[config.mk]
export PLATFORM = sky130hd
export DESIGN_NAME = reaction_round_ctrl_flat
export DESIGN_NICKNAME = d
export VERILOG_FILES = /design/src/rtl/reaction_round_ctrl_pkg.sv /design/src/rtl/reaction_round_ctrl_if.sv /design/src/rtl/reaction_round_ctrl_ms_tick_gen.sv /design/src/rtl/reaction_round_ctrl.sv /design/src/flat_wrapper.sv
export SDC_FILE = /design/constraint.sdc
export NUM_CORES = 1
export LEC_CHECK = 0
export BUFFER_PORTS_ARGS = -buffer_cell sky130_fd_sc_hd__buf_2
export CAP_MARGIN = 30
export CORE_MARGIN = 2
export CORE_UTILIZATION = 30
export DETAILED_ROUTE_END_ITERATION = 10
export GPL_ROUTABILITY_DRIVEN = 0
export PLACE_DENSITY = 0.53
export SLEW_MARGIN = 5
export SYNTH_ARGS = -nofsm -noshare
export SYNTH_HDL_FRONTEND = slang
export SYNTH_SLANG_ARGS = --single-unit
[constraint.sdc]
create_clock -name iCLK -period 2.9 [get_ports iCLK]
set_clock_uncertainty 0.1 [all_clocks]
set_input_delay 0.145 -clock iCLK [delete_from_list [all_inputs] [get_ports iCLK]]
set_output_delay 0.145 -clock iCLK [all_outputs]
set_load 0.02 [all_outputs]
[src/rtl/reaction_round_ctrl_pkg.sv]
// reaction_pkg: shared types and constants for the reaction-game round sequencer.
//   RESULT_W  : width of all millisecond quantities (result, best, ms counter)
//   SIM_TICK  : clocks per ms tick when SIM_MODE=1
//   BEST_INIT : "no best yet" value held in oBEST_MS after reset
//   state_t   : round sequencer states IDLE -> ARM -> WAIT -> GO -> DONE
package reaction_pkg;

  localparam int unsigned RESULT_W = 14;
  localparam int unsigned SIM_TICK = 10;

  typedef logic [RESULT_W-1:0] ms_t;

  localparam ms_t BEST_INIT = '1;

  typedef enum logic [2:0] {
    ST_IDLE,
    ST_ARM,
    ST_WAIT,
    ST_GO,
    ST_DONE
  } state_t;

endpackage

[src/rtl/reaction_round_ctrl_if.sv]
// reaction_round_ctrl_if: button/delay-block/display signals of the round sequencer.
//   slave  : sequencer side (takes iSTART, iREACT, iDELAY_DONE; drives all o* signals)
//   master : environment side (buttons, delay block, display)
interface reaction_round_ctrl_if;
  import reaction_pkg::*;

  logic iSTART;
  logic iREACT;
  logic iDELAY_DONE;
  logic oDELAY_EN;
  logic oDELAY_RST;
  logic oLED;
  logic oBUSY;
  ms_t  oRESULT_MS;
  logic oRESULT_VALID;
  logic oFALSE_START;
  logic oTIMEOUT;
  ms_t  oBEST_MS;

  modport slave (
    input  iSTART, iREACT, iDELAY_DONE,
    output oDELAY_EN, oDELAY_RST, oLED, oBUSY, oRESULT_MS,
           oRESULT_VALID, oFALSE_START, oTIMEOUT, oBEST_MS
  );

  modport master (
    output iSTART, iREACT, iDELAY_DONE,
    input  oDELAY_EN, oDELAY_RST, oLED, oBUSY, oRESULT_MS,
           oRESULT_VALID, oFALSE_START, oTIMEOUT, oBEST_MS
  );
endinterface

[src/rtl/reaction_round_ctrl_ms_tick_gen.sv]
// ms_tick_gen: clock prescaler producing a one-cycle tick every DIV clocks.
//   iCLK  : system clock
//   iRST  : asynchronous active-high reset (counter to 0)
//   iCLR  : synchronous clear; holds the counter at 0 and suppresses the tick
//   oTICK : high on the terminal-count cycle (count == DIV-1)
module ms_tick_gen #(
  parameter int unsigned DIV = 10
) (
  input  logic iCLK,
  input  logic iRST,
  input  logic iCLR,
  output logic oTICK
);
  localparam int unsigned CW = (DIV > 1) ? $clog2(DIV) : 1;
  localparam logic [CW-1:0] TERM = CW'(DIV - 1);

  logic [CW-1:0] r_cnt;
  logic          w_term;

  assign w_term = (r_cnt == TERM);
  assign oTICK  = w_term && !iCLR;

  always_ff @(posedge iCLK or posedge iRST) begin
    if (iRST) begin
      r_cnt <= '0;
    end else if (iCLR || w_term) begin
      r_cnt <= '0;
    end else begin
      r_cnt <= r_cnt + CW'(1);
    end
  end
endmodule

[src/rtl/reaction_round_ctrl.sv]
// reaction_round_ctrl: round sequencer for the reaction game.
// Arms the random-delay block on a start press, lights GO when the delay
// completes, then measures the reaction time in whole ms. Early presses
// abort the round (false start); no press within TIMEOUT_MS ends it with
// a saturated result and the timeout flag.
//   iCLK, iRST : clock, asynchronous active-high reset
//   bus.iSTART, bus.iREACT   : one-cycle button pulses
//   bus.iDELAY_DONE          : random delay elapsed
//   bus.oDELAY_EN/oDELAY_RST : one-cycle arm / abort pulses to the delay block
//   bus.oLED                 : GO stimulus
//   bus.oBUSY                : round in progress
//   bus.oRESULT_MS/VALID     : reaction time, one-cycle valid at round end
//   bus.oFALSE_START/TIMEOUT : sticky outcome flags, cleared on ARM
//   bus.oBEST_MS             : best valid result since reset
// Optional feature macro: REACTION_BEST_SCORE_EN (best-score register;
// when undefined oBEST_MS is tied to all ones).
// TIMEOUT_MS must not exceed 16383.
module reaction_round_ctrl
  import reaction_pkg::*;
#(
  parameter int unsigned SIM_MODE   = 0,
  parameter int unsigned TICK_DIV   = 50_000,
  parameter int unsigned TIMEOUT_MS = 999
) (
  input  logic                  iCLK,
  input  logic                  iRST,
  reaction_round_ctrl_if.slave  bus
);
  localparam int unsigned DIV       = (SIM_MODE != 0) ? SIM_TICK : TICK_DIV;
  localparam ms_t         TIMEOUT_V = ms_t'(TIMEOUT_MS);

  state_t r_state;
  ms_t    r_ms;
  ms_t    r_result;
  logic   r_delay_en;
  logic   r_delay_rst;
  logic   r_led;
  logic   r_busy;
  logic   r_valid;
  logic   r_false_start;
  logic   r_timeout;
  logic   w_tick;
  logic   w_clr;

  // Prescaler is held cleared outside GO, so the first GO cycle starts at 0.
  assign w_clr = (r_state != ST_GO);

  ms_tick_gen #(.DIV(DIV)) u_tick (
    .iCLK  (iCLK),
    .iRST  (iRST),
    .iCLR  (w_clr),
    .oTICK (w_tick)
  );

`ifdef REACTION_BEST_SCORE_EN
  ms_t r_best;
  assign bus.oBEST_MS = r_best;
`else
  assign bus.oBEST_MS = BEST_INIT;
`endif

  always_ff @(posedge iCLK or posedge iRST) begin
    if (iRST) begin
      r_state       <= ST_IDLE;
      r_ms          <= '0;
      r_result      <= '0;
      r_delay_en    <= 1'b0;
      r_delay_rst   <= 1'b0;
      r_led         <= 1'b0;
      r_busy        <= 1'b0;
      r_valid       <= 1'b0;
      r_false_start <= 1'b0;
      r_timeout     <= 1'b0;
`ifdef REACTION_BEST_SCORE_EN
      r_best        <= BEST_INIT;
`endif
    end else begin
      r_delay_en  <= 1'b0;
      r_delay_rst <= 1'b0;
      r_valid     <= 1'b0;
      case (r_state)
        ST_IDLE: begin
          if (bus.iSTART) begin
            r_state       <= ST_ARM;
            r_delay_en    <= 1'b1;
            r_busy        <= 1'b1;
            r_result      <= '0;
            r_false_start <= 1'b0;
            r_timeout     <= 1'b0;
          end
        end
        ST_ARM: begin
          r_state <= ST_WAIT;
        end
        ST_WAIT: begin
          // A press in the same cycle as delay done still counts as early.
          if (bus.iREACT) begin
            r_state       <= ST_DONE;
            r_false_start <= 1'b1;
            r_delay_rst   <= 1'b1;
            r_valid       <= 1'b1;
            r_result      <= '0;
          end else if (bus.iDELAY_DONE) begin
            r_state <= ST_GO;
            r_led   <= 1'b1;
            r_ms    <= '0;
          end
        end
        ST_GO: begin
          if (w_tick && (r_ms != TIMEOUT_V)) begin
            r_ms <= r_ms + ms_t'(1);
          end
          // Press wins over timeout when both land on the same cycle.
          if (bus.iREACT) begin
            r_state  <= ST_DONE;
            r_led    <= 1'b0;
            r_valid  <= 1'b1;
            r_result <= r_ms;
          end else if (r_ms == TIMEOUT_V) begin
            r_state   <= ST_DONE;
            r_led     <= 1'b0;
            r_valid   <= 1'b1;
            r_timeout <= 1'b1;
            r_result  <= TIMEOUT_V;
          end
        end
        ST_DONE: begin
          r_state <= ST_IDLE;
          r_busy  <= 1'b0;
`ifdef REACTION_BEST_SCORE_EN
          if (!r_false_start && !r_timeout && (r_result < r_best)) begin
            r_best <= r_result;
          end
`endif
        end
        default: begin
          r_state <= ST_IDLE;
          r_busy  <= 1'b0;
          r_led   <= 1'b0;
        end
      endcase
    end
  end

  assign bus.oDELAY_EN     = r_delay_en;
  assign bus.oDELAY_RST    = r_delay_rst;
  assign bus.oLED          = r_led;
  assign bus.oBUSY         = r_busy;
  assign bus.oRESULT_MS    = r_result;
  assign bus.oRESULT_VALID = r_valid;
  assign bus.oFALSE_START  = r_false_start;
  assign bus.oTIMEOUT      = r_timeout;
endmodule

[src/flat_wrapper.sv]
// flat-port wrapper written by rule: the top's interface ports become plain ports
module reaction_round_ctrl_flat import reaction_pkg::*;
#(
  parameter int unsigned SIM_MODE   = 0,
  parameter int unsigned TICK_DIV   = 50_000,
  parameter int unsigned TIMEOUT_MS = 999
)
  (iCLK, iRST, bus_iSTART, bus_iREACT, bus_iDELAY_DONE, bus_oDELAY_EN, bus_oDELAY_RST, bus_oLED, bus_oBUSY, bus_oRESULT_MS, bus_oRESULT_VALID, bus_oFALSE_START, bus_oTIMEOUT, bus_oBEST_MS);
  reaction_round_ctrl_if bus_i ();
  input  logic iCLK;
  input  logic iRST;
  input wire logic [$bits(bus_i.iSTART)-1:0] bus_iSTART;
  input wire logic [$bits(bus_i.iREACT)-1:0] bus_iREACT;
  input wire logic [$bits(bus_i.iDELAY_DONE)-1:0] bus_iDELAY_DONE;
  output wire logic [$bits(bus_i.oDELAY_EN)-1:0] bus_oDELAY_EN;
  output wire logic [$bits(bus_i.oDELAY_RST)-1:0] bus_oDELAY_RST;
  output wire logic [$bits(bus_i.oLED)-1:0] bus_oLED;
  output wire logic [$bits(bus_i.oBUSY)-1:0] bus_oBUSY;
  output wire logic [$bits(bus_i.oRESULT_MS)-1:0] bus_oRESULT_MS;
  output wire logic [$bits(bus_i.oRESULT_VALID)-1:0] bus_oRESULT_VALID;
  output wire logic [$bits(bus_i.oFALSE_START)-1:0] bus_oFALSE_START;
  output wire logic [$bits(bus_i.oTIMEOUT)-1:0] bus_oTIMEOUT;
  output wire logic [$bits(bus_i.oBEST_MS)-1:0] bus_oBEST_MS;
  assign bus_i.iSTART = bus_iSTART;
  assign bus_i.iREACT = bus_iREACT;
  assign bus_i.iDELAY_DONE = bus_iDELAY_DONE;
  assign bus_oDELAY_EN = bus_i.oDELAY_EN;
  assign bus_oDELAY_RST = bus_i.oDELAY_RST;
  assign bus_oLED = bus_i.oLED;
  assign bus_oBUSY = bus_i.oBUSY;
  assign bus_oRESULT_MS = bus_i.oRESULT_MS;
  assign bus_oRESULT_VALID = bus_i.oRESULT_VALID;
  assign bus_oFALSE_START = bus_i.oFALSE_START;
  assign bus_oTIMEOUT = bus_i.oTIMEOUT;
  assign bus_oBEST_MS = bus_i.oBEST_MS;
  reaction_round_ctrl #(.SIM_MODE(SIM_MODE), .TICK_DIV(TICK_DIV), .TIMEOUT_MS(TIMEOUT_MS)) u_core (.iCLK(iCLK), .iRST(iRST), .bus(bus_i));
endmodule
Word level (Yosys, flattened, before mapping):

Cells that the tools add are included.

* flip-flop bits (word level): 54
* input port bits: 5
* output and inout bits: 35
* logic and storage cells: 86

* add/subtract/negate cells: 2
* equality and inequality tests: 17
* muxes and demuxes: 36
* bitwise operators: 2
* reductions and logical operators: 18

Operators by type and width (number)
* 2-to-1 mux 14 bit: 7
* one-hot mux 14 bit (3 select lines): 1
* one-hot mux 14 bit (2 select lines): 1
* adder 16 x 1 -> 16 bit, second input constant: 1
* equality test 16 bit, second input constant: 1
* 2-to-1 mux 16 bit: 1
* AND reduction 4 bit: 4
* 2-to-1 mux 1 bit: 15
* 2-to-1 mux 3 bit: 5
* adder 14 x 1 -> 14 bit, second input constant: 1
* equality test 14 x 10 -> 1 bit, second input constant: 1
* inequality test 14 x 10 -> 1 bit, second input constant: 1
* one-hot mux 3 bit (4 select lines): 1
* inequality test 2 bit, second input constant: 5
* one-hot mux 1 bit (2 select lines): 4
* equality test 3 x 2 -> 1 bit, second input constant: 2
* inequality test 3 x 2 -> 1 bit, second input constant: 2
* AND reduction 3 bit: 2
* nonzero test 2 bit: 3
* OR reduction 3 bit: 2
* inequality test 2 x 1 -> 1 bit, second input constant: 2
* equality test 3 x 1 -> 1 bit, second input constant: 1
* equality test 3 bit, second input constant: 1
* zero test 3 bit: 1
* other kinds (8): 10

Logic depth before layout (Yosys ltp):

Gate-level depths: netlist of the first run.

* depth after elaboration: 6
* depth in mapped cells: 8
* gate-level depth less buffers: 6

Cells and area by module:

A second synthesis of the first run with hierarchy kept.

* cell total of the unflattened synthesis: 282
* area, all modules: 2788.9 um2

Modules (own cells, without submodules)
* reaction_round_ctrl: instances 1, cells each 199, area each 1978.1 um2, seq. area each 950.9 um2
* ms_tick_gen: instances 1, cells each 83, area each 810.8 um2, seq. area each 400.4 um2

Least setup slack after synthesis of the first run:

No wires, ideal clock.

* path type: reg-to-reg
* from: register u_core.r_ms[3]
* to: register u_core.r_result[10] (netlist: u_core.bus.oRESULT_MS[10])
* arrival time: 2.142 ns
* required time: 2.678 ns
* setup slack: 0.536 ns
* stages on the path, launching flop included: 7
* path buffers: 1
* period minus slack after synthesis: 2.364 ns
* cells stage by stage: dfrtp_1 or4_4 nor4_4 a21oi_2 a211o_1 buf_6 a32o_1

* longest elaborated chain between the ends: 3

Ends and longest elaborated chain
* start: declaration: line reaction_round_ctrl.sv:33 `ms_t r_ms;`
* start signal: assignment: line reaction_round_ctrl.sv:111 `r_ms <= r_ms + ms_t'(1);`
* equality test 14 x 10 -> 1 bit: line reaction_round_ctrl.sv:119 `end else if (r_ms == TIMEOUT_V) begin`
* inequality test 3 x 2 -> 1 bit (no source line)
* AND reduction 4 bit (no source line)
* end signal: assignment: line reaction_round_ctrl.sv:118 `r_result <= r_ms;`
* end: declaration: line reaction_round_ctrl.sv:34 `ms_t r_result;`

Every way passes these cells.
A chain may end at the register's enable or synchronous reset.

Final worst setup path of the first run:

* from: register u_core.r_ms[3]
* to: register u_core.r_result[13] (netlist: u_core.bus.oRESULT_MS[13])

The elaborated chain is that of the path after synthesis.

==> impl_metrics.csv, run 1 <==
group,metric,value,unit
status,run_status,"complete, no violations",
worst_setup_path,setup.worst_path.start_class,"flip-flop",
worst_setup_path,worstSetupEndpointType,"flip-flop",
synthesis,synth_cell_type_count,45,
clock_tree,clkSinkCount,54,
placed_design,port_buffers,25,
cells_and_area,syn2layout_area_growth,12.09,%
timing,rsz0062_at_grt,"false",
synthesis,synth.top_cells.by_count,"dfrtp_1 (54), nor2_1 (26), nand2_1 (19), o21ai_0 (16), nand3_1 (15)",
clock_tree,cts_max_level,2,
floorplanning,ioPinCount,40,
route,firstDrtPassIters,4,
timing,finalCritPeriodShare,83.59,%
global_route,grt_first_pass_wirelength,10120,µm
timing,fmax,412.5,MHz
timing,hold_ws,0.1952,ns
floorplanning,core,0.008678,mm²
global_route,grt_overflow_total,0,
timing,fin_tns_setup,0,ns
synthesis,yosysTopAreaCell,"dfrtp_1",
timing,tightest_slew,0.4982,ns
clock_tree,clkTransAtPathRegs,0.11,ns
cells_and_area,nets,307,
global_route,gr-max-usage-layer,"met2",
clock_tree,numCtsBuffers,5,
clock_tree,cts.path.max_buffers,2,
route,routed_wl,5897,µm
floorplanning,initial_utilization,30.90,%
placed_design,place_area,0.002885,mm²
global_route,grt_max_degree,33,
clock_tree,ctsHoldBuffers,3,
synthesis,synth_edf_count,0,
route,drt.antenna.violating_nets,0,
power,leakage,1.348,nW
route,vias,2076,
synthesis,syn-cell-area,0.002681,mm²
global_route,use_met1,18.44,%
floorplanning,die_area,0.009710,mm²
route,first_iter_violations,88,
clock_tree,cts.repair.resized,0,
clock_tree,clk_latency,0.31,ns
route,drc,0,
synthesis,synthArstFlopShare,100.0,%
synthesis,synth_cells,272,
synthesis,synthTopCellsByArea,"dfrtp_1 (50%), buf_4 (3.9%), nor2_1 (3.6%)",
global_route,track_usage,12.71,%
clock_tree,cts_tree,"yes",
synthesis,synth_top_area_share,50.40,%
floorplanning,rows,34,
power,power_density,612.5,mW/mm²
run,max_cap_viol_count,0,
global_route,grt_pass1_vias,1986,
timing,max_slew_margin,66.74,%
synthesis,ys.flop_type,"dfrtp_1",
route,routed_via_density,5.076,
worst_setup_path,required,3.02,ns
synthesis,ys_seq_elements,54,
route,post_drt_wl_per_cell,14.42,µm
floorplanning,die_h,98.54,µm
hold_path,min_path_type,"primary input to flip-flop",
synthesis,synth_area_per_cell,9.858,µm²
timing,maxSlewViolCount,0,
synthesis,yosysMostFrequentCell,"dfrtp_1",
worst_setup_path,cp_max_fo,14,
global_route,grtUsageMet2,19.36,%
timing,finalHoldViolCount,0,
cells_and_area,drive_above_1_share,15.61,%
synthesis,synth_sequential_area_ratio,50.40,%
placed_design,dp_hpwl,4159,µm
synthesis,yosysWarningCount,0,
clock_tree,cts-root-buf,"clkbuf_8",
global_route,grt_use_met3,2.199,%
floorplanning,die_w,98.54,µm
timing,min_period,2.424,ns
cells_and_area,final_area,0.003005,mm²
clock_tree,postCtsSetupBuffers,0,
timing,setup_viol,0,
worst_setup_path,path_class,"flip-flop to flip-flop",
cells_and_area,antenna_cells,0,
power,vdd_drop_max,0.1750,mV
worst_setup_path,critPathArrivalTime,2.54,ns
global_route,antenna_found_initial,0,
## per-stage QoR
step / util [%] / worst slack [ns] / total power (W) / instances
2_1_floorplan: - / 0.5364 / 0.001289 / 285
3_3_place_gp: 33.25 / 0.5225 / 0.001421 / 398
3_5_place_dp: 33.25 / 0.4906 / 0.001421 / 398
4_1_cts: 34.63 / 0.4875 / 0.001863 / 409
5_1_grt: 34.63 / 0.3621 / 0.001957 / 409
6_report: 34.63 / 0.4760 / 0.001841 / 409
## per-layer routing
layer / part of all wire, % / routed length, µm
met1: 50 / 2951
met2: 44 / 2622
met3: 3.9 / 229
met4: 1.6 / 94
met5: 0 / 0
## report_power, final
part           switching [W]  total [W]  internal, W  leakage (nW)
Combinational       0.000319   0.000471     0.000152         0.563
Clock               0.000266   0.000437     0.000171        0.0441
Sequential         0.0000983   0.000933     0.000835         0.741
Total               0.000684    0.00184      0.00116          1.35
## sequential cells by signal, summed over array words and instances (netlist names)
register	flops
u_core.r_state	3
u_core.bus.oDELAY_RST	1
u_core.u_tick.r_cnt	16
u_core.bus.oDELAY_EN	1
u_core.bus.oRESULT_MS	14
u_core.bus.oBUSY	1
u_core.bus.oFALSE_START	1
u_core.bus.oTIMEOUT	1
u_core.bus.oRESULT_VALID	1
u_core.r_ms	14
u_core.bus.oLED	1
## cell families after synthesis
logic type	share of synthesized area, %
AND/OR/NAND/NOR	20.63
adder cells (fa/ha/maj)	0.9331
other	0.1399
flip-flops	50.40
buffers and inverters	6.719
AO/OA/AOI/OAI	16.94
XOR/XNOR	4.246
## cells in the final DEF, fill, tap and decap left out, types with 5 or more instances in the layout
cell       count
conb_1        14
and3_1         7
a32o_1         8
o2bb2ai_1      8
o21ai_0       16
buf_4          8
dfrtp_1       54
nand3_1       15
nand2_1       19
nor3_1         8
nand4_1        6
xnor2_1        9
buf_2         25
nor2_1        26
a21oi_1       13
clkbuf_8       5
## path summary, 6_finish.rpt
kind | depth (start not counted) | end | slack, ns | start
min in group asynchronous | 3 | u_core.u_tick.r_cnt[10] | 0.29 | iRST
min | 2 | u_core.bus.oDELAY_RST | 0.20 | bus_iREACT
min reg2reg | 1 | u_core.u_tick.r_cnt[0] | 0.37 | u_core.u_tick.r_cnt[0]
max in group asynchronous | 4 | u_core.r_ms[6] | 1.60 | iRST
max | 5 | u_core.bus.oRESULT_MS[13] | 0.48 | u_core.r_ms[3]
max reg2reg | 5 | u_core.bus.oRESULT_MS[13] | 0.48 | u_core.r_ms[3]
## layout make-up
class	count	area [µm²]
timing repair buffer	36	215.2
sequential	54	1351
clock inverter	3	21.27
tap	108	135.1
inverter	4	15.01
clock buffer	5	68.82
multi-input combinational	199	1199
fill	924	5673
## critical path, stage by stage (launching register included)
cell and delay, ns:
dfrtp_1 0.45, or4_4 0.57, nor4_4 0.32, a21oi_2 0.14, a211o_1 0.47, a32o_1 0.28
Note: power is estimated with default switching activity, not from simulation.
==> inputs of run 2 (changes only) <==
--- a/config.mk
+++ b/config.mk
@@ -5,6 +5,7 @@
 export SDC_FILE = /design/constraint.sdc
 export NUM_CORES = 1
 export LEC_CHECK = 0
+export ABC_AREA = 1
 export BUFFER_PORTS_ARGS = -buffer_cell sky130_fd_sc_hd__buf_2
 export CAP_MARGIN = 30
 export CORE_MARGIN = 2
==> constraint.sdc (replaced) <==
create_clock -name iCLK -period 2.3 [get_ports iCLK]
set_clock_uncertainty 0.1 [all_clocks]
set_input_delay 0.115 -clock iCLK [delete_from_list [all_inputs] [get_ports iCLK]]
set_output_delay 0.115 -clock iCLK [all_outputs]
set_load 0.02 [all_outputs]
==> impl_metrics.csv, run 2 <==
group,metric,value,unit
synthesis,synth_edf_count,0,
floorplanning,initial_utilization,30.39,%
clock_tree,postCtsSetupBuffers,0,
timing,fin_tns_setup,0,ns
timing,rsz0062_at_grt,"false",
floorplanning,die_w,105.6,µm
worst_setup_path,reg2reg_from,"u_core.u_tick.r_cnt[0]",
worst_setup_path,critPathBufInv,0,
worst_setup_path,crit_path_cell_trace,"ha_1 -> nand3_1 -> nor2_1 -> nand2_1 -> nand2_2 -> nand3_2 -> nand2_1 -> nand2_1",
synthesis,synth_top_area_share,43.65,%
clock_tree,cts.repair.resized,0,
route,route.layer.met1.wl,3412,µm
route,routed_via_density,4.479,
global_route,track_usage,13.15,%
worst_setup_path,worstSetupEndpointType,"flip-flop",
timing,finalHoldViolCount,0,
global_route,grt_overflow_total,0,
cells_and_area,largest_reg_flops,16,
synthesis,syn-cell-area,0.003095,mm²
synthesis,synth_cell_type_count,29,
hold_path,min-delay-start,"bus_iREACT",
cells_and_area,regMostFlops,"u_core.u_tick.r_cnt",
route,post_drt_wl_per_cell,11.47,µm
floorplanning,ioPinCount,40,
global_route,grt_pass1_vias,2529,
power,internal_power,0.001680,W
cells_and_area,layout_commonest_cell,"nand2_1",
route,wl_met2,3119,µm
clock_tree,numCtsBuffers,5,
floorplanning,rows,37,
route,vias,2674,
clock_tree,clkTransAtPathRegs,0.10,ns
floorplanning,die_h,105.6,µm
clock_tree,clkSinkCount,54,
power,clkPwrFrac,23.3,%
cells_and_area,final_area,0.003456,mm²
synthesis,synth.top_cells.by_count,"nand2_1 (149), nor2_1 (73), dfrtp_1 (54), inv_1 (37), nand4_1 (21)",
worst_setup_path,rr_endpoint,"u_core.r_ms[8]",
global_route,antenna_found_initial,0,
route,routed_wl,6845,µm
worst_setup_path,cp_top_family,"simple AND/OR/NAND/NOR gates",
power,comb_power_share,35.5,%
placed_design,port_buffers,25,
synthesis,yosysMostFrequentCell,"nand2_1",
hold_path,worstHoldPathCells,4,
worst_setup_path,cp_max_fo,17,
floorplanning,die_area,0.01115,mm²
placed_design,dp_hpwl,4935,µm
clock_tree,clk_latency,0.31,ns
power,power,0.002832,W
synthesis,synth_area_per_cell,7.182,µm²
route,drt.antenna.violating_nets,0,
global_route,grt_max_degree,55,
timing,maxSlewViolCount,0,
route,drc,0,
cells_and_area,most-common-layout-cells,"nand2_1 (149), nor2_1 (73), dfrtp_1 (54)",
synthesis,yosysTopAreaCell,"dfrtp_1",
route,first_iter_violations,134,
cells_and_area,antenna_cells,0,
hold_path,min_to,"u_core.bus.oRESULT_MS[9]",
cells_and_area,nets,467,
clock_tree,cts.path.max_buffers,2,
power,seqPwrFrac,41.1,%
global_route,grt_first_pass_wirelength,12120,µm
synthesis,synthArstFlopShare,100.0,%
power,vdd_drop_max,0.2876,mV
run,max_cap_viol_count,0,
cells_and_area,drive_above_1_share,12.80,%
synthesis,synth_cells,431,
synthesis,ys_seq_elements,54,
placed_design,place_area,0.003316,mm²
floorplanning,core,0.01018,mm²
worst_setup_path,setup.worst_path.start_class,"flip-flop",
clock_tree,cts_max_level,2,
worst_setup_path,critPathSlowestCell,"dfrtp_1",
worst_setup_path,regToRegSetupSlack,0.41,ns
route,wl_met3,232,µm
worst_setup_path,cpPeakStageDelay,0.39,ns
power,p_sw,0.001152,W
timing,setup_viol,0,
worst_setup_path,r2r_cells,8,
clock_tree,ctsHoldBuffers,3,
synthesis,synthTopCellsByArea,"dfrtp_1 (44%), nand2_1 (18%), nor2_1 (8.9%)",
power,swShare,40.68,%
clock_tree,cts-root-buf,"clkbuf_8",
route,firstDrtPassIters,4,
worst_setup_path,cp_common_cell,"nand2_1",
synthesis,yosysWarningCount,0,
status,run_status,"complete, no violations",
synthesis,synth_sequential_area_ratio,43.65,%
timing,fmax,529.9,MHz
worst_setup_path,critPathArrivalTime,2.00,ns
worst_setup_path,path_class,"flip-flop to flip-flop",
timing,finalCritPeriodShare,82.05,%
hold_path,min_path_type,"primary input to flip-flop",
route,routed.top_layer,"met4",
clock_tree,cts_tree,"yes",
timing,min_period,1.887,ns
power,leakage,1.767,nW
synthesis,ys.flop_type,"dfrtp_1",
power,power_density,819.5,mW/mm²
cells_and_area,syn2layout_area_growth,11.64,%
worst_setup_path,required,2.41,ns
## run 2: metal layers
layer / vias to the layer above / GRT usage [%]
li1: 1378 / -
met1: 1245 / 17.64
met2: 42 / 21.75
met3: 9 / 2.288
met4: 0 / 3.853
met5: - / 0
## run 2: kinds of logic after synthesis
logic type / count (synthesis) / synth area share, %
simple gates: 283 / 39.73
flops: 54 / 43.65
buf+inv: 69 / 10.83
compound gates: 15 / 2.870
fa+ha+maj: 2 / 0.8083
xor+xnor: 7 / 1.981
other cells: 1 / 0.1211
## run 2: worst max path at each step
| stage | startpoint | to | depth (start not counted) |
|---|---|---|---|
| 3_3_place_gp | u_core.u_tick.r_cnt[0] | u_core.r_ms[2] | 8 |
| 6_report | u_core.u_tick.r_cnt[0] | u_core.r_ms[8] | 8 |
| 2_1_floorplan | iRST | u_core.bus.oBUSY | 1 |
| 4_1_cts | u_core.u_tick.r_cnt[0] | u_core.r_ms[11] | 8 |
| 3_5_place_dp | u_core.u_tick.r_cnt[0] | u_core.r_ms[9] | 8 |
| 5_1_grt | u_core.u_tick.r_cnt[0] | u_core.r_ms[8] | 8 |
## run 2: worst register-to-register path, delay by kind of cell, from the launching register on
family | cells | cell delay [ns]
adder cells (fa/ha/maj) | 1 | 0.20
AND/OR/NAND/NOR | 7 | 1.10
flip-flops | 1 | 0.39
## run 2: power groups by stage
stage               logic, W  clock network (W)  registers, W
floorplan           0.000706                  0       0.00129
CTS                  0.00102           0.000686       0.00117
global route         0.00113           0.000721       0.00119
finish               0.00101           0.000660       0.00116
global placement     0.00101                  0       0.00118
detailed placement   0.00102                  0       0.00118
## run 2: layout make-up
type	count	area (µm²)
well taps	136	170.2
clock buffers	6	72.57
multi-input cells	321	1458
fillers	1100	6729
clock inverters	2	37.54
flip-flops and latches	54	1351
inverters	47	176.4
repair buffers	31	190.2
## run 2: per-stage QoR
stage / instances / hold WS [ns] / setup slack [ns] / utilization (%)
after global routing: 597 / 0.1035 / 0.1990 / 33.93
final: 597 / 0.09444 / 0.4128 / 33.93
after CTS: 597 / 0.08253 / 0.3712 / 33.93
after detailed placement: 586 / 0.09392 / 0.3952 / 32.56
after floorplan: 444 / 0.1318 / 0.7704 / -
after global placement: 586 / 0.09352 / 0.4540 / 32.56
